--- src/rtl/cordic_arb_pkg.sv ---
// Shared types for the CORDIC channel arbiter.
// Provides the tag carried alongside each beat through the CORDIC pipeline,
// the arbiter FSM state encoding and the default pipeline depth.
package cordic_arb_pkg;

    // Default CORDIC depth in enabled cycles (iterations + 1).
    localparam int unsigned C_CORDIC_LATENCY = 17;

    // Tag id width sized for the largest supported channel count (8).
    localparam int unsigned C_TAG_ID_WIDTH = 3;

    typedef struct packed {
        logic                      valid;
        logic [C_TAG_ID_WIDTH-1:0] id;
    } tag_t;

    typedef enum logic {
        ST_IDLE   = 1'b0,
        ST_LOCKED = 1'b1
    } arb_state_t;

endpackage

--- src/rtl/cordic_arbiter_rr_arbiter.sv ---
// Combinational round-robin grant.
// Ports: req (request mask), last_grant (previous winner),
//        gnt_id (winning channel), gnt_valid (any request present).
// The search starts at last_grant+1 and wraps, so last_grant has lowest priority.
module rr_arbiter #(
    parameter int unsigned C_NUM_CH   = 4,
    parameter int unsigned C_ID_WIDTH = 2
) (
    input  logic [C_NUM_CH-1:0]   req,
    input  logic [C_ID_WIDTH-1:0] last_grant,
    output logic [C_ID_WIDTH-1:0] gnt_id,
    output logic                  gnt_valid
);

    int unsigned idx;

    // Walk from farthest to nearest so the nearest requester overwrites.
    always_comb begin
        gnt_id    = last_grant;
        gnt_valid = 1'b0;
        idx       = 0;
        for (int i = int'(C_NUM_CH); i >= 1; i--) begin
            idx = 32'(last_grant) + 32'(i);
            if (idx >= C_NUM_CH) begin
                idx = idx - C_NUM_CH;
            end
            if (req[idx]) begin
                gnt_id    = C_ID_WIDTH'(idx);
                gnt_valid = 1'b1;
            end
        end
    end

endmodule

--- src/rtl/cordic_arbiter.sv ---
// Shares one CORDIC magnitude/phase pipeline between C_NUM_CH AXI-Stream
// requesters with packet-atomic round-robin grants.
// Ports:
//   s00_axis_*  per-channel slave streams (tvalid/tlast/tready per channel,
//               tdata packed with channel k at slice k)
//   cor_s_*     beats towards the CORDIC slave
//   cor_m_*     results from the CORDIC master; cor_m_tready is the pipe enable
//   m00_axis_*  merged result stream, tuser = originating channel
//   tag_err     sticky: CORDIC output valid disagrees with the tag pipe
module cordic_arbiter
    import cordic_arb_pkg::*;
#(
    parameter int unsigned C_NUM_CH      = 4,
    parameter int unsigned C_TDATA_WIDTH = 64,
    parameter int unsigned C_LATENCY     = C_CORDIC_LATENCY,
    parameter int unsigned C_ID_WIDTH    = (C_NUM_CH > 1) ? $clog2(C_NUM_CH) : 1
) (
    input  logic                                s00_axis_aclk,
    input  logic                                s00_axis_aresetn,
    input  logic [C_NUM_CH-1:0]                 s00_axis_tvalid,
    input  logic [C_NUM_CH*C_TDATA_WIDTH-1:0]   s00_axis_tdata,
    input  logic [C_NUM_CH-1:0]                 s00_axis_tlast,
    output logic [C_NUM_CH-1:0]                 s00_axis_tready,
    output logic                                cor_s_tvalid,
    output logic                                cor_s_tlast,
    output logic [C_TDATA_WIDTH-1:0]            cor_s_tdata,
    input  logic                                cor_s_tready,
    input  logic                                cor_m_tvalid,
    input  logic                                cor_m_tlast,
    input  logic [C_TDATA_WIDTH-1:0]            cor_m_tdata,
    output logic                                cor_m_tready,
    output logic                                m00_axis_tvalid,
    output logic                                m00_axis_tlast,
    output logic [C_TDATA_WIDTH-1:0]            m00_axis_tdata,
    output logic [C_ID_WIDTH-1:0]               m00_axis_tuser,
    input  logic                                m00_axis_tready,
    output logic                                tag_err
);

    localparam int unsigned CNT_W = $clog2(C_LATENCY + 1);

    arb_state_t            state, state_next;
    logic [C_ID_WIDTH-1:0] lock_id, lock_next;
    logic [C_ID_WIDTH-1:0] last_grant, last_next;
    logic [C_ID_WIDTH-1:0] rr_gnt, grant;
    logic                  rr_valid, gnt_valid, accept;
    tag_t                  pipe [C_LATENCY];
    tag_t                  tail;
    logic [CNT_W-1:0]      flush_cnt;

    rr_arbiter #(
        .C_NUM_CH   (C_NUM_CH),
        .C_ID_WIDTH (C_ID_WIDTH)
    ) u_rr (
        .req        (s00_axis_tvalid),
        .last_grant (last_grant),
        .gnt_id     (rr_gnt),
        .gnt_valid  (rr_valid)
    );

    // FSM state register.
    always_ff @(posedge s00_axis_aclk or negedge s00_axis_aresetn) begin
        if (!s00_axis_aresetn) begin
            state      <= ST_IDLE;
            lock_id    <= '0;
            last_grant <= C_ID_WIDTH'(C_NUM_CH - 1);
        end else begin
            state      <= state_next;
            lock_id    <= lock_next;
            last_grant <= last_next;
        end
    end

    // Grant selection, slave-side mux and next-state; nothing is granted in reset.
    always_comb begin
        state_next      = state;
        lock_next       = lock_id;
        last_next       = last_grant;
        grant           = rr_gnt;
        gnt_valid       = rr_valid && s00_axis_aresetn;
        s00_axis_tready = '0;
        if (state == ST_LOCKED) begin
            grant     = lock_id;
            gnt_valid = s00_axis_aresetn;
        end
        accept       = gnt_valid && s00_axis_tvalid[grant] && cor_s_tready;
        cor_s_tvalid = gnt_valid && s00_axis_tvalid[grant];
        cor_s_tlast  = s00_axis_tlast[grant];
        cor_s_tdata  = s00_axis_tdata[32'(grant) * C_TDATA_WIDTH +: C_TDATA_WIDTH];
        if (gnt_valid && cor_s_tready) begin
            s00_axis_tready[grant] = 1'b1;
        end
        if (accept) begin
            if (s00_axis_tlast[grant]) begin
                state_next = ST_IDLE;
                last_next  = grant;
            end else begin
                state_next = ST_LOCKED;
                lock_next  = grant;
            end
        end
    end

    // Tag shift register in lockstep with the CORDIC pipeline enable.
    always_ff @(posedge s00_axis_aclk or negedge s00_axis_aresetn) begin
        if (!s00_axis_aresetn) begin
            for (int i = 0; i < int'(C_LATENCY); i++) begin
                pipe[i] <= '0;
            end
        end else if (m00_axis_tready) begin
            pipe[0] <= '{valid: accept, id: C_TAG_ID_WIDTH'(grant)};
            for (int i = 1; i < int'(C_LATENCY); i++) begin
                pipe[i] <= pipe[i-1];
            end
        end
    end

    // Enabled-cycle count since reset; the CORDIC holds stale data until it saturates.
    always_ff @(posedge s00_axis_aclk or negedge s00_axis_aresetn) begin
        if (!s00_axis_aresetn) begin
            flush_cnt <= '0;
            tag_err   <= 1'b0;
        end else if (m00_axis_tready) begin
            if (flush_cnt != CNT_W'(C_LATENCY)) begin
                flush_cnt <= flush_cnt + CNT_W'(1);
            end else if (tail.valid != cor_m_tvalid) begin
                tag_err <= 1'b1;
            end
        end
    end

    assign tail            = pipe[C_LATENCY-1];
    assign cor_m_tready    = m00_axis_tready;
    // Valid comes from the tag pipe: the CORDIC has no reset.
    assign m00_axis_tvalid = tail.valid;
    assign m00_axis_tuser  = C_ID_WIDTH'(tail.id);
    assign m00_axis_tdata  = cor_m_tdata;
    assign m00_axis_tlast  = cor_m_tlast;

endmodule

--- config.mk ---
export PLATFORM = sky130hd
export DESIGN_NAME = cordic_arbiter
export DESIGN_NICKNAME = d
export VERILOG_FILES = /design/src/rtl/cordic_arb_pkg.sv /design/src/rtl/cordic_arbiter_rr_arbiter.sv /design/src/rtl/cordic_arbiter.sv
export SDC_FILE = /design/constraint.sdc
export NUM_CORES = 1
export LEC_CHECK = 0
export ABC_CLOCK_PERIOD_IN_PS = 3060
export BUFFER_PORTS_ARGS = -buffer_cell sky130_fd_sc_hd__buf_2
export CORE_AREA = 2 2 184 186
export DETAILED_ROUTE_END_ITERATION = 8
export DIE_AREA = 0 0 186 188
export GPL_TIMING_DRIVEN = 0
export SYNTH_ARGS = -nofsm -noshare
export SYNTH_HDL_FRONTEND = slang
export SYNTH_SLANG_ARGS = --single-unit
--- constraint.sdc ---
create_clock -name s00_axis_aclk -period 3.06 [get_ports s00_axis_aclk]
set_clock_uncertainty 0.15 [all_clocks]
set_input_delay 0.306 -clock s00_axis_aclk [delete_from_list [all_inputs] [get_ports s00_axis_aclk]]
set_output_delay 0.306 -clock s00_axis_aclk [all_outputs]
set_load 0.01 [all_outputs]
Yosys cells after proc, flatten, opt, wreduce, memory -nomap -nowiden
Index checks and enable logic that the tools add are counted.
{"block": "word_totals", "ff_bits": 62, "out_inout_bits": 140, "elab_cells": 102}
{"block": "op_classes", "addsub": 9, "n_lt_le_gt_ge": 10, "n_eq_ne": 2, "shift": 1, "n_mux": 30, "bitwise_logic": 2, "n_reduce_logical": 9}
{"operator": "variable part select 256 x 9 -> 64 bit", "count": 1}
{"operator": ">= comparator 32 x 3 -> 1 bit, second input constant", "count": 4}
{"operator": "less-than comparator 32 x 3 -> 1 bit, second input constant", "count": 4}
{"operator": "2-to-1 mux 32 bit", "count": 4}
{"operator": "subtractor 32 x 3 -> 32 bit, second input constant", "count": 4}
{"operator": "2-to-1 mux 1 bit", "count": 13}
{"operator": "binary-select mux 1 bit (select 2 bit)", "count": 6}
{"operator": "2-to-1 mux 2 bit", "count": 5}
{"operator": "adder 2 x 2 -> 3 bit, second input constant", "count": 2}
{"operator": "AND reduction 2 bit", "count": 3}
{"operator": "adder 5 x 1 -> 5 bit, second input constant", "count": 1}
{"operator": "logical AND 1 bit", "count": 5}
{"operator": "!= test 5 bit, second input constant", "count": 1}
{"operator": "adder 2 x 3 -> 4 bit, second input constant", "count": 1}
{"operator": "2-to-1 mux 4 bit", "count": 1}
{"operator": "adder 2 x 1 -> 3 bit, second input constant", "count": 1}
{"operator": "less-than comparator 2 x 3 -> 1 bit, second input constant", "count": 1}
{"operator": "AND reduction 3 bit", "count": 1}
{"operator": "demux 1 bit (select 2 bit)", "count": 1}
{"operator": ">= comparator 2 x 1 -> 1 bit, second input constant", "count": 1}
{"operator": "inverter 1 bit", "count": 2}
{"operator": "!= test 1 bit", "count": 1}

Depth between registers and ports, before layout
Gate-level depths: netlist of the first run.
{"block": "logic_depth", "ltp_word": 15, "ltp_mapped": 9, "ltp_nobuf": 7}

Hierarchy
From an unflattened synthesis of the first run, not the netlist that was laid out.
{"block": "hier_totals", "cells_unflattened": 325, "area_unflattened_um2": 4613.2}
{"module": "cordic_arbiter", "instances": 1, "cells_each": 311, "area_per_inst_um2": 4530.6}
{"module": "rr_arbiter", "instances": 1, "cells_each": 14, "area_per_inst_um2": 82.6}

Worst setup path after synthesis of the first run
Ideal clock, no wire load.
{"block": "synth_path", "path_kind": "reg-to-output", "start": "register last_grant[0]", "end": "output port cor_s_tdata[12]", "arrival_ns": 2.338, "required_time_ns": 2.604, "path_slack_ns": 0.266, "stages_incl_launch_ff": 9, "path_buffers": 3, "path_cell_list": "dfstp_2 -> and3b_1 -> or2_1 -> o31ai_1 -> clkbuf_1 -> clkbuf_1 -> buf_2 -> nand2_1 -> a31oi_1"}
{"block": "synth_via", "elab_chain_len": 11, "word_cells_on_any_way": 30, "classes_between": "add/sub: 8; order compare: 4; shift: 1; mux: 17"}
{"item": "start, declared", "line": "cordic_arbiter.sv:44", "source": "logic [C_ID_WIDTH-1:0] last_grant, last_next;"}
{"item": "start signal, assigned", "line": "cordic_arbiter.sv:66", "source": "last_grant <= C_ID_WIDTH'(C_NUM_CH - 1);"}
{"item": "start signal, assigned", "line": "cordic_arbiter.sv:70", "source": "last_grant <= last_next;"}
{"item": "adder 2 x 3 -> 4 bit", "line": "cordic_arbiter_rr_arbiter.sv:23", "source": "idx = 32'(last_grant) + 32'(i);"}
{"item": "subtractor 32 x 3 -> 32 bit or >= comparator 32 x 3 -> 1 bit (tied branches)", "line": "cordic_arbiter_rr_arbiter.sv:25, cordic_arbiter_rr_arbiter.sv:24"}
{"item": "2-to-1 mux 32 bit", "line": "cordic_arbiter_rr_arbiter.sv:24", "source": "if (idx >= C_NUM_CH) begin"}
{"item": "binary-select mux 1 bit (select 2 bit)", "line": "cordic_arbiter_rr_arbiter.sv:27", "source": "if (req[idx]) begin"}
{"item": "2-to-1 mux 1 bit (not written as such)", "line": "cordic_arbiter_rr_arbiter.sv:27"}
{"item": "2-to-1 mux 2 bit (3 in series)", "line": "cordic_arbiter_rr_arbiter.sv:27"}
{"item": "2-to-1 mux 2 bit *", "line": "cordic_arbiter_rr_arbiter.sv:27"}
{"item": "2-to-1 mux 2 bit *", "line": "cordic_arbiter.sv:82", "source": "if (state == ST_LOCKED) begin"}
{"item": "variable part select 256 x 9 -> 64 bit *", "line": "cordic_arbiter.sv:89", "source": "cor_s_tdata = s00_axis_tdata[32'(grant) * C_TDATA_WIDTH +: C_TDATA_WIDTH];"}
{"item": "end, declared", "line": "cordic_arbiter.sv:26", "source": "output logic [C_TDATA_WIDTH-1:0] cor_s_tdata,"}
Mark *: on every way between the ends. The rest lies on a longest branch, timed or not. The select of a mux whose other input is x is not followed.

Final worst setup path of the first run
{"block": "layout_path", "start": "register last_grant[0]", "end": "output port cor_s_tdata[34]"}
Same word-level chain as after synthesis.

==> out/results.tsv, run 1 <==
metric	value	unit
status	complete, but fails checks	
failing checks	setup timing	
Overall Global Routing Usage	16.5	%
minimum clock period after layout	3160	ps
CP Data Arrival Time	2700	ps
PortBufs	407	
Worst setup SP type	register	
H-tree depth	3	
required time of the worst setup path	2600	ps
worst rel slew slack	46.9	%
LEAKAGE	4.47	nW
Max Clk Rate	316	MHz
initial core utilization	15.3	%
RSZ-0062 raised after global routing	true	
Max-Cap Viols	0	
nets	1390	
async set-reset flop share out of synthesis	100	%
layout cells sized above 1	67.6	%
grt ovf	0	
clk sinks	62	
setup TNS	-1310	ps
most common cell in the netlist	nand2_1	
final-report hold violation count	0	
TritonCTS Buffers	9	
Synth top area share	29.6	%
Synth area leader	dfrtp_1	
full die area	35000	µm²
Clk Tree Root Cell	clkbuf_16	
CTS tree	yes	
largest net degree at the start of global routing	65	
final setup margin	-100	ps
Avg Vias per Cell	4.29	
chip height	188	µm
final hold slack	250	ps
Die X	186	µm
switch share	48.1	%
Final period util	103	%
GPL Wtd Cong	0.847	
Int Pwr	6.06	mW
Area Overhead vs Synth	86.7	%
most frequent cells after synthesis	nand2_1 (130), buf_4 (68), a211oi_1 (64), a31oi_1 (64), and2_1 (63)	
clk_lat worst skew	320	ps
vias in the first global route	6334	
Setup violations, final	40	
post-synthesis cell type count	41	
Logic pwr share	79.7	%
clk buf depth	2	
Worst VDD drop	0.000624	V
clock-pin slew on the worst setup and hold paths	50	ps
Reg power frac	12.6	%
Layout Utilization	28.6	%
PD cells	1230	nW/µm²
warnings from Yosys	0	
syn_area_per_cell	8.22	µm²
via count	6495	
DR pass1 iterations	4	
HPWL after detailed placement	24900	µm
kind of end point of the critical path	output pin	
Seq/Total Area, Yosys	30.6	%
Row Count	67	
HP Class	in -> reg	
EDFF count, synth	0	
# IOs	474	
pre-CTS setup slack	-1590	ps
Worst Path Max Fanout	9	
Worst-Margin Slew	792	ps
Cells after Synth	617	
Max Slew Vio Count	0	
global-route wire length before repair	41500	µm
P_sw	5.61	mW
Synth Flop Type	dfrtp_1	
register bit total from synthesis	62	
clock network power share	7.7	%
Wirelength per Cell	20.6	µm
Mapped Area	5070	µm²
CP Class	reg -> out	
DR iter-0 viols	279	
antenna viol nets, final	0	
routed wire length	31100	µm
syn nets	953	
top post-synthesis cells by area	dfrtp_1 (30%), mux2_2 (12%), buf_4 (10%), nand2_1 (9.6%), a211oi_1 (9.5%)	
core area	33100	µm²
DRC	0	
initial antenna violation count	15	
## layer usage
layer  share of wire, %  GRT usage [%]  vias up
met5              0.093              0        -
met4                1.2           2.09        4
met3                7.1           3.46       30
met2                 47           27.8      313
met1                 44           22.2     3150
li1                   -              -     2998
## timing repair
action | in CTS | in global routing
resized for setup | 198 | 100
endpoints found under the hold margin | 0 | 41
buffers inserted | 8 | 3
gates cloned | 4 | 4
pin swaps | 13 | 39
endpoints found under the setup margin | 73 | 68
hold buffers | 0 | 2
## layout make-up
class	count	area (µm²)
antenna	6	15.0
tap	448	561
multi-input combinational	432	3550
clock inverter	1	5.00
timing repair buffer	427	2460
inverter	4	15.0
fill	3571	23600
buffer	118	1050
clock buffer	15	268
sequential	62	1550
## registers in the layout, indices dropped and copies added, names as in the netlist
signal           count
m00_axis_tuser       2
lock_id              2
flush_cnt            5
last_grant           2
m00_axis_tvalid      1
state                1
pipe                48
tag_err              1
## path summary, 6_finish.rpt
check	to	depth (start not counted)	start	slack [ps]
setup / recovery	cor_s_tdata[34]	10	last_grant[0]$_DFFE_PN1P_	-100
max in group asynchronous	state$_DFFE_PN0P_	3	s00_axis_aresetn	1980
hold reg to reg	tag_err$_DFFE_PN0P_	1	tag_err$_DFFE_PN0P_	320
setup reg to reg	lock_id[0]$_DFFE_PN0P_	8	last_grant[0]$_DFFE_PN1P_	0
hold / removal	tag_err$_DFFE_PN0P_	3	cor_m_tvalid	250
min in group asynchronous	pipe[47]$_DFFE_PN0P_	2	s00_axis_aresetn	290
## power by group through the flow
stage | combinational, mW | sequential [mW] | clock (mW)
2_1_floorplan | 3.57 | 1.39 | 0
3_3_place_gp | 6.42 | 1.43 | 0
3_5_place_dp | 6.43 | 1.46 | 0
4_1_cts | 8.39 | 1.47 | 0.932
5_1_grt | 9.90 | 1.52 | 0.972
6_report | 9.30 | 1.47 | 0.902
## worst max-delay path: stages, from the launching register on
cell       delay [ps]
dfstp_2           580
and3b_1           200
or2_4             250
o31ai_4           210
buf_6             160
clkbuf_16         160
buf_12            160
buf_12            150
nand2_1            60
a31oi_1           220
buf_2             210
## stage by stage
stage / cells / total power [mW] / instance area, µm²
CTS: 1499 / 10.8 / 8910
detailed placement: 1472 / 7.88 / 7670
global placement: 1472 / 7.86 / 7670
finish: 1513 / 11.7 / 9470
floorplan: 617 / 4.96 / 5070
global route: 1508 / 12.4 / 9460
## layout by cell type, fill, tap and decap left out, drive strengths merged, types with 2 or more instances in the layout
cell type and instances:
buf 505, nand2 130, and2 64, a31oi 64, a211oi 64, dfrtp 60
mux2 54, clkbuf 53, diode 6, nand2b 6, o21ai 5, inv 4
nand3 4, a21oi 4, mux2i 3, nand4 3, xnor2 3, nor3b 3
nor3 3, o31a 2, xor2 2, ha 2, dfstp 2, or3 2
## logic make-up after synthesis
kind of cell    synth area share, %
mux                            13.0
xor+xnor                      0.863
compound gates                 19.6
simple gates                   21.0
flops                          30.6
fa+ha+maj                     0.493
buf+inv                        14.5
Note: power is estimated with default switching activity, not from simulation.
==> inputs of run 2 (changes only) <==
--- a/config.mk
+++ b/config.mk
@@ -7,9 +7,10 @@
 export LEC_CHECK = 0
 export ABC_CLOCK_PERIOD_IN_PS = 3060
 export BUFFER_PORTS_ARGS = -buffer_cell sky130_fd_sc_hd__buf_2
-export CORE_AREA = 2 2 184 186
+export CORE_AREA = 2 2 187 189
+export CTS_BUF_LIST = sky130_fd_sc_hd__clkbuf_2
 export DETAILED_ROUTE_END_ITERATION = 8
-export DIE_AREA = 0 0 186 188
+export DIE_AREA = 0 0 189 191
 export GPL_TIMING_DRIVEN = 0
 export SYNTH_ARGS = -nofsm -noshare
 export SYNTH_HDL_FRONTEND = slang
==> out/results.tsv, run 2 (same netlist as run 1, synthesis figures left out) <==
metric	value	unit	change
kind of end point of the critical path	output pin		
largest net degree at the start of global routing	65		unchanged
Wirelength per Cell	19.3	µm	-6.3%
clk_lat worst skew	460	ps	+140 ps
post-route insts no fill	1531		+1.2%
worst path cell trace	and3b_1 > or2_4 > o31ai_4 > buf_6 > clkbuf_16 > buf_12 > buf_12 > clkbuf_16 > nand2_2 > a31oi_1 > buf_2		
LEAKAGE	4.55	nW	+1.9%
Worst Path Max Fanout	6		-3
DR iter-0 viols	234		-16%
Worst setup SP type	register		
Die X	189	µm	+1.6%
Most flops, register	pipe		
pre-CTS setup slack	-1280	ps	+313 ps
most frequent cells in the layout	buf_2 (399), nand2_1 (91), buf_4 (88)		
# IOs	474		unchanged
Multi-input gate area	3440	µm²	-3.1%
HP Class	in -> reg		
Final period util	105	%	+1.5 points
failing checks	setup timing		
nets	1406		+1.2%
routed wire length	29500	µm	-5.2%
chip height	191	µm	+1.6%
antenna viol nets, final	0		unchanged
Max Clk Rate	312	MHz	-1.5%
Worst-Margin Slew	811	ps	+18.8 ps
vias in the first global route	6317		-0.27%
RSZ-0062 raised after global routing	true		
core area	34100	µm²	+3.0%
TritonCTS Buffers	9		unchanged
minimum clock period after layout	3210	ps	+46.7 ps
Worst path slowest cell	dfstp_2		
DR pass1 iterations	5		+1
Setup violations, final	67		+68%
full die area	36100	µm²	+3.2%
initial core utilization	14.9	%	-0.45 points
clk sinks	62		unchanged
final setup margin	-147	ps	-46.7 ps
GPL Wtd Cong	0.873		+3.0%
Worst VDD drop	0.000832	V	+33%
final-report hold violation count	0		unchanged
CTS tree	yes		
required time of the worst setup path	2600	ps	about the same
worst rel slew slack	45.7	%	-1.3 points
via count	6432		-0.97%
Row Count	68		+1.5%
Max Slew Vio Count	0		unchanged
final hold slack	102	ps	-148 ps
DRC	0		unchanged
initial antenna violation count	7		-8
Overall Global Routing Usage	15.1	%	-1.4 points
Max-Cap Viols	0		unchanged
grt ovf	0		unchanged
PD cells	1170	nW/µm²	-5.4%
commonest non-fill, non-tap cell in the layout	buf_2		
layout cells sized above 1	69.8	%	+2.2 points
biggest regs	pipe (48), flush_cnt (5)		
Avg Vias per Cell	4.20		-2.1%
CP peak stage delay	570	ps	about the same
Area Overhead vs Synth	85.2	%	
HPWL after detailed placement	23000	µm	-7.8%
Clk Tree Root Cell	clkbuf_2		
placed instance count	1480		+0.54%
global-route wire length before repair	40600	µm	-2.3%
Layout fillers	3685		+3.2%
PortBufs	407		unchanged
CP Class	reg -> out		
CP Data Arrival Time	2750	ps	+50 ps
area occupied by registers	1550	µm²	unchanged
clk buf depth	2		unchanged
H-tree depth	3		unchanged
status	complete, but fails checks		
max reg flops	48		unchanged
clock-pin slew on the worst setup and hold paths	150	ps	+100 ps
setup TNS	-5460	ps	-4160 ps
## run 2: cell types whose count changed in the layout (fill, tap and decap cells not counted), moves of 10 or more
cell      previous run  this run
buf_6               27        15
buf_2              385       399
a211oi_2            18        32
a31oi_1             40        56
and2_4               9        27
and2_1              54        37
a31oi_4             20         5
a211oi_1            37        27
## run 2: per-stage QoR
| stage | total power, mW | cell area, µm² | util (%) |
|---|---|---|---|
| after floorplan | 4.96 | 5070 | - |
| after global placement | 7.55 | 7680 | 22.5 |
| after detailed placement | 7.57 | 7690 | 22.5 |
| after CTS | 9.81 | 8670 | 25.4 |
| after global routing | 11.7 | 9390 | 27.5 |
| final | 10.9 | 9390 | 27.5 |
## run 2: final cells by class
type                    instances  share of cell area, %
diodes                          3                 0.0799
plain buffers                 118                   11.8
clock buffers                  10                  0.533
clock inverters                 4                  0.173
inverters                       4                  0.160
multi-input cells             432                   36.6
flip-flops and latches         62                   16.5
well taps                     455                   6.06
repair buffers                443                   28.1
## run 2: timing repair
item                                   CTS  global route
gates cloned                             9             4
pin swaps                               30            92
hold buffers                             0             2
endpoints found under the hold margin    0            60
buffers inserted                        16             6
gates resized for setup                170           144
setup endpoints to repair               75            72
## run 2: critical path, delay by kind of cell, from the launching register on
family / cells / cell delay (ps)
AO/OA/AOI/OAI: 2 / 370
flip-flops: 1 / 570
buffers and inverters: 6 / 860
AND/OR/NAND/NOR: 3 / 480
## run 2: per-layer routing
layer	vias up	wire (µm)	part of all wire (%)	global-route usage (%)
li1	3023	-	-	-
met1	3091	13100	44	20.7
met2	284	14300	48	24.9
met3	26	1760	6.0	2.68
met4	8	289	0.98	2.70
met5	-	52	0.18	0
## run 2: final timing paths
kind	startpoint	to	slack, ps	cells after the start
max in group asynchronous	s00_axis_aresetn	pipe[21]$_DFFE_PN0P_	2240	3
min	cor_m_tvalid	tag_err$_DFFE_PN0P_	100	3
min in group asynchronous	s00_axis_aresetn	last_grant[1]$_DFFE_PN1P_	230	2
max reg2reg	last_grant[0]$_DFFE_PN1P_	lock_id[1]$_DFFE_PN0P_	30	9
max	last_grant[0]$_DFFE_PN1P_	cor_s_tdata[8]	-150	11
min reg2reg	tag_err$_DFFE_PN0P_	tag_err$_DFFE_PN0P_	330	1
## run 2: where the power goes
group          switching [mW]  internal, mW  leakage (nW)  total, mW
sequential              0.231          1.22         0.756       1.45
combinational            4.68          4.46          3.75       9.14
clock                   0.264        0.0929        0.0502      0.357
total                    5.18          5.77          4.55       10.9
